$ cat src/rtl/md_iter_unit.sv
// Iterative multiply/divide unit (multu/mult/divu/div) with valid/ready handshakes and annul.
// Optional macro MD_ITER_DIVZERO_FAST_EN: divide-by-zero bypasses CALC and raises the dz port.
module md_iter_unit #(
    parameter int WIDTH = 32
) (
    input  logic             clk,
    input  logic             resetn,
    input  logic             op_valid,
    output logic             op_ready,
    input  logic [1:0]       op_code,
    input  logic [WIDTH-1:0] opdata1,
    input  logic [WIDTH-1:0] opdata2,
    input  logic             annul,
    output logic             res_valid,
    input  logic             res_ready,
    output logic [WIDTH-1:0] res_hi,
    output logic [WIDTH-1:0] res_lo,
`ifdef MD_ITER_DIVZERO_FAST_EN
    output logic             dz,
`endif
    output logic             busy
);
    localparam int CNT_W = $clog2(WIDTH) + 1;

    typedef enum logic [1:0] {IDLE, CALC, DONE} state_t;

    state_t           state_reg;
    logic [CNT_W-1:0] cnt_reg;
    logic             is_div_reg, neg_q_reg, neg_r_reg;
    logic [WIDTH-1:0] opnd_reg, acc_hi_reg, acc_lo_reg;
    logic [WIDTH-1:0] res_hi_reg, res_lo_reg;
    logic             op_ready_reg, res_valid_reg, busy_reg;
`ifdef MD_ITER_DIVZERO_FAST_EN
    logic             dz_reg;
`endif

    // Operand magnitudes and sign bits taken at accept
    logic             sign1, sign2, divz;
    logic [WIDTH-1:0] mag1, mag2;

    always_comb begin
        sign1 = op_code[0] & opdata1[WIDTH-1];
        sign2 = op_code[0] & opdata2[WIDTH-1];
        mag1  = sign1 ? -opdata1 : opdata1;
        mag2  = sign2 ? -opdata2 : opdata2;
        divz  = op_code[1] && (opdata2 == '0);
    end

    // One iteration step: multiply uses {acc_hi, acc_lo} as the shifting product,
    // divide uses acc_hi as partial remainder and acc_lo as dividend/quotient.
    logic [WIDTH:0]     mul_sum, div_shift;
    logic               div_ge;
    logic [WIDTH-1:0]   div_diff, step_hi, step_lo;
    logic [2*WIDTH-1:0] prod_neg;
    logic [WIDTH-1:0]   fix_hi, fix_lo;

    always_comb begin
        mul_sum   = {1'b0, acc_hi_reg} + (acc_lo_reg[0] ? {1'b0, opnd_reg} : '0);
        div_shift = {acc_hi_reg, acc_lo_reg[WIDTH-1]};
        div_ge    = div_shift >= {1'b0, opnd_reg};
        div_diff  = div_shift[WIDTH-1:0] - opnd_reg;
        if (is_div_reg) begin
            step_hi = div_ge ? div_diff : div_shift[WIDTH-1:0];
            step_lo = {acc_lo_reg[WIDTH-2:0], div_ge};
        end else begin
            step_hi = mul_sum[WIDTH:1];
            step_lo = {mul_sum[0], acc_lo_reg[WIDTH-1:1]};
        end
        prod_neg = -{step_hi, step_lo};
        if (is_div_reg) begin
            fix_hi = neg_r_reg ? -step_hi : step_hi;
            fix_lo = neg_q_reg ? -step_lo : step_lo;
        end else begin
            fix_hi = neg_q_reg ? prod_neg[2*WIDTH-1:WIDTH] : step_hi;
            fix_lo = neg_q_reg ? prod_neg[WIDTH-1:0] : step_lo;
        end
    end

    always_ff @(posedge clk or negedge resetn) begin
        if (!resetn) begin
            state_reg     <= IDLE;
            cnt_reg       <= '0;
            is_div_reg    <= 1'b0;
            neg_q_reg     <= 1'b0;
            neg_r_reg     <= 1'b0;
            opnd_reg      <= '0;
            acc_hi_reg    <= '0;
            acc_lo_reg    <= '0;
            res_hi_reg    <= '0;
            res_lo_reg    <= '0;
            op_ready_reg  <= 1'b1;
            res_valid_reg <= 1'b0;
            busy_reg      <= 1'b0;
`ifdef MD_ITER_DIVZERO_FAST_EN
            dz_reg        <= 1'b0;
`endif
        end else begin
            case (state_reg)
                IDLE: begin
                    if (op_valid) begin
                        is_div_reg   <= op_code[1];
                        neg_q_reg    <= (sign1 ^ sign2) & ~divz;
                        neg_r_reg    <= op_code[1] & sign1 & ~divz;
                        opnd_reg     <= op_code[1] ? mag2 : mag1;
                        // A zero divisor runs on the raw dividend so the remainder returns it untouched
                        acc_lo_reg   <= op_code[1] ? (divz ? opdata1 : mag1) : mag2;
                        acc_hi_reg   <= '0;
                        cnt_reg      <= CNT_W'(WIDTH);
                        op_ready_reg <= 1'b0;
                        busy_reg     <= 1'b1;
                        state_reg    <= CALC;
`ifdef MD_ITER_DIVZERO_FAST_EN
                        if (divz) begin
                            res_hi_reg    <= opdata1;
                            res_lo_reg    <= '1;
                            res_valid_reg <= 1'b1;
                            dz_reg        <= 1'b1;
                            state_reg     <= DONE;
                        end
`endif
                    end
                end
                CALC: begin
                    if (annul) begin
                        op_ready_reg <= 1'b1;
                        busy_reg     <= 1'b0;
                        state_reg    <= IDLE;
                    end else begin
                        acc_hi_reg <= step_hi;
                        acc_lo_reg <= step_lo;
                        cnt_reg    <= cnt_reg - 1'b1;
                        if (cnt_reg == CNT_W'(1)) begin
                            res_hi_reg    <= fix_hi;
                            res_lo_reg    <= fix_lo;
                            res_valid_reg <= 1'b1;
                            state_reg     <= DONE;
                        end
                    end
                end
                DONE: begin
                    if (res_ready) begin
                        res_valid_reg <= 1'b0;
                        op_ready_reg  <= 1'b1;
                        busy_reg      <= 1'b0;
                        state_reg     <= IDLE;
`ifdef MD_ITER_DIVZERO_FAST_EN
                        dz_reg        <= 1'b0;
`endif
                    end
                end
                default: state_reg <= IDLE;
            endcase
        end
    end

    assign op_ready  = op_ready_reg;
    assign res_valid = res_valid_reg;
    assign busy      = busy_reg;
    assign res_hi    = res_hi_reg;
    assign res_lo    = res_lo_reg;
`ifdef MD_ITER_DIVZERO_FAST_EN
    assign dz        = dz_reg;
`endif

endmodule

$ cat config.mk
export PLATFORM = sky130hd
export DESIGN_NAME = md_iter_unit
export DESIGN_NICKNAME = d
export VERILOG_FILES = /design/src/rtl/md_iter_unit.sv
export SDC_FILE = /design/constraint.sdc
export NUM_CORES = 1
export LEC_CHECK = 0
export CORE_ASPECT_RATIO = 1.25
export CORE_MARGIN = 2
export CORE_UTILIZATION = 40
export CTS_CLUSTER_DIAMETER = 30
export CTS_CLUSTER_SIZE = 25
export DETAILED_ROUTE_END_ITERATION = 7
export PLACE_DENSITY_LB_ADDON = 0.25
export SYNTH_ARGS = -nofsm -noshare
export SYNTH_HDL_FRONTEND = slang
export SYNTH_SLANG_ARGS = --single-unit
export TNS_END_PERCENT = 20
$ cat constraint.sdc
create_clock -name clk -period 5.15 [get_ports clk]
set_clock_uncertainty 0.05 [all_clocks]
set_input_delay 1.03 -clock clk [delete_from_list [all_inputs] [get_ports clk]]
set_output_delay 1.03 -clock clk [all_outputs]
set_load 0.02 [all_outputs]
==> flow_summary.yaml <==
logic_synthesis:
  synth-seq-area-share_pct: 27.30
  syn_area_um2: 15960
  synthMuxAreaShare_pct: 2.705
  synth_nets: 2251
  synth_ff_type: "dfrtp_1"
  synth-simple-area-share_pct: 21.92
  synth_compound_area_share_pct: 26.90
  synth_area_leaders: "dfrtp_1, o21ai_0, nand2_1"
  synth_top_cell_area_share_pct: 27.13
  yosys.area_share.adder_pct: 6.054
  synth_cells: 2104
  synth_edf_count: 0
  yosysTopAreaCell: "dfrtp_1"
  ys_ff_latch: 174
  async_reset_ff_share_pct: 100.0
  yosysWarningCount: 0
  syn_area_per_cell_um2: 7.583
  synth.distinct_cells: 93
  synth_top_family_by_area: "compound AO/OA/AOI/OAI gates"
  synth_xor_area_share_pct: 10.32
floorplan:
  core_area_um2: 39220
  dieArea_um2: 41510
  die_h_um: 227.3
  die_x_um: 182.6
  initial_core_util_pct: 40.68
  rows: 81
  pin_count: 138
worst_setup_path:
  crit_path_end_kind: "flip-flop"
  arrival_ns: 5.15
  path_max_fanout: 4
  critPathKind: "flip-flop to flip-flop"
  crit_required_ns: 5.43
  critPathLaunchType: "flip-flop"
power_and_ir_drop:
  power_w: 0.01477
  power_leakage_nw: 8.604
  peakVddDrop_mv: 0.7882
  power_density_nw_per_um2: 741.4
grt:
  track_usage_pct: 30.63
  grt-ovfl-total: 0
  antenna_found_initial: 0
  grt_pass1_wl_um: 96950
  grt_max_degree: 96
  first_global_vias: 16600
layout:
  final_cell_mix: "nand2_1, buf_4, o21ai_0, a21oi_1, dfrtp_1"
  fill_cells: 3880
  nNetsFinal: 2524
  drive_gt1_share_pct: 14.35
  finish.instance_area_um2: 19920
  area.growth.synth_to_final_pct: 24.86
  antenna_cells: 0
  final_common_cell: "nand2_1"
clock_tree:
  cts_max_path_buffers: 2
  root_buffer: "clkbuf_16"
  cts_sinks: 174
  cts_tree: "yes"
  clock_latency_ns: 0.46
  h-tree-depth: 4
  cts_buffers: 17
  cts.reportedPaths.clkPinSlew_ns: 0.08
detailed_routing:
  ant_nets: 0
  drc_errors: 0
  dr_total_vias: 17010
  drt_pass1_iterations: 7
  drt_iter0_drc: 1349
  wl_per_cell_um: 21.98
  viasPerCell: 5.890
  routed_wl_um: 63490
sta:
  hold_violations: 0
  min_period_ns: 4.870
  post-route-period-util_pct: 94.57
  relSlewSlack_pct: 31.29
  tightest_slew_ns: 1.028
  max_freq_mhz: 205.3
  finalSetupViolations: 0
  finalMaxSlewViolations: 0
placed_design:
  place_area_um2: 19260
  gp_congestion: 0.9746
  dp_hpwl_um: 50920
  port_buffers: 137
outcome:
  status: "finished, final reports clean"
worst_hold_path:
  hp-class: "flip-flop to flip-flop"
flow_run:
  cap_violations: 0
[timing repair]
action,4_1_cts,5_1_grt
pin swaps,2,12
setup endpoints to repair,16,16
hold buffers,0,0
gates cloned,0,0
gates resized for setup,10,10
setup buffers,0,1
[stage by stage]
step	hold slack [ns]	TNS [ns]	utilization [%]	setup slack, ns	instances
floorplan	0.4121	0	-	0.01105	2104
global placement	0.4181	-1.965	49.11	-0.2288	2855
detailed placement	0.4228	-3.188	49.11	-0.3091	2855
CTS	0.4411	-0.001890	50.68	-0.001890	2887
global route	0.4639	-0.009223	50.79	-0.006481	2888
finish	0.4349	0	50.79	0.2798	2888
[kinds of logic after synthesis]
| family | count (synthesis) |
|---|---|
| buffers and inverters | 191 |
| AO/OA/AOI/OAI | 701 |
| AND/OR/NAND/NOR | 733 |
| multiplexers | 41 |
| XOR/XNOR | 188 |
| adder cells (fa/ha/maj) | 76 |
| flip-flops | 174 |
[layout make-up]
type	count	area, um^2	share of cell area [%]
clock buffer	18	429.2	2.154
timing repair buffer	372	3159	15.86
tap	498	623.1	3.128
multi-input combinational	1739	10930	54.89
sequential	174	4359	21.88
inverter	73	274.0	1.375
clock inverter	14	142.6	0.7160
[Yosys cell counts (29+ instances only)]
| master | n |
|---|---|
| nor3_1 | 59 |
| xnor2_1 | 94 |
| o21ai_0 | 223 |
| a21oi_1 | 189 |
| ha_1 | 74 |
| dfrtp_1 | 173 |
| xor2_1 | 94 |
| and2_1 | 42 |
| o21ai_1 | 34 |
| a31oi_1 | 32 |
| nand2_1 | 277 |
| inv_1 | 72 |
| or3_1 | 29 |
| clkbuf_1 | 80 |
| nor2_1 | 171 |
[final timing paths]
check,start,end,slack (ns),depth (start not counted)
min in group asynchronous,resetn,opnd_reg[24],0.53,1
worst max register to register,opnd_reg[26],res_hi[28],0.28,23
worst min register to register,res_lo[11],res_lo[11],0.43,2
max in group asynchronous,resetn,acc_lo_reg[24],3.45,2
worst max-delay path,opnd_reg[26],res_hi[28],0.28,23
worst min-delay path,res_lo[11],res_lo[11],0.43,2
[critical path, stage by stage (launching register included)]
cell and delay, ns:
dfrtp_1 0.39, inv_2 0.07, ha_4 0.20, a21o_1 0.18, a21o_1 0.19, a221oi_4 0.36
a31oi_4 0.15, or2_4 0.30, nor2_4 0.10, nor2_2 0.06, a21oi_2 0.15, ha_2 0.22
nor3b_4 0.21, o221ai_2 0.14, or4_4 0.46, nor4_4 0.18, o211ai_1 0.14, or2_4 0.29
nor2_4 0.16, nor2_2 0.09, nand3b_1 0.17, o31ai_2 0.26, xnor2_1 0.15, o21ai_1 0.08
[power by group]
part           internal, W  switching (W)
sequential         0.00193       0.000541
clock             0.000646       0.000670
combinational      0.00443        0.00655
total              0.00701        0.00776
[routing by layer]
layer | global-route usage [%] | vias up | part of all wire [%]
li1 | - | 8102 | -
met1 | 35.76 | 8134 | 40
met2 | 53.18 | 601 | 49
met5 | 0 | - | 0
met4 | 20.06 | 0 | 7.1
met3 | 3.711 | 174 | 4.6
Note: power is estimated with default switching activity, not from simulation.
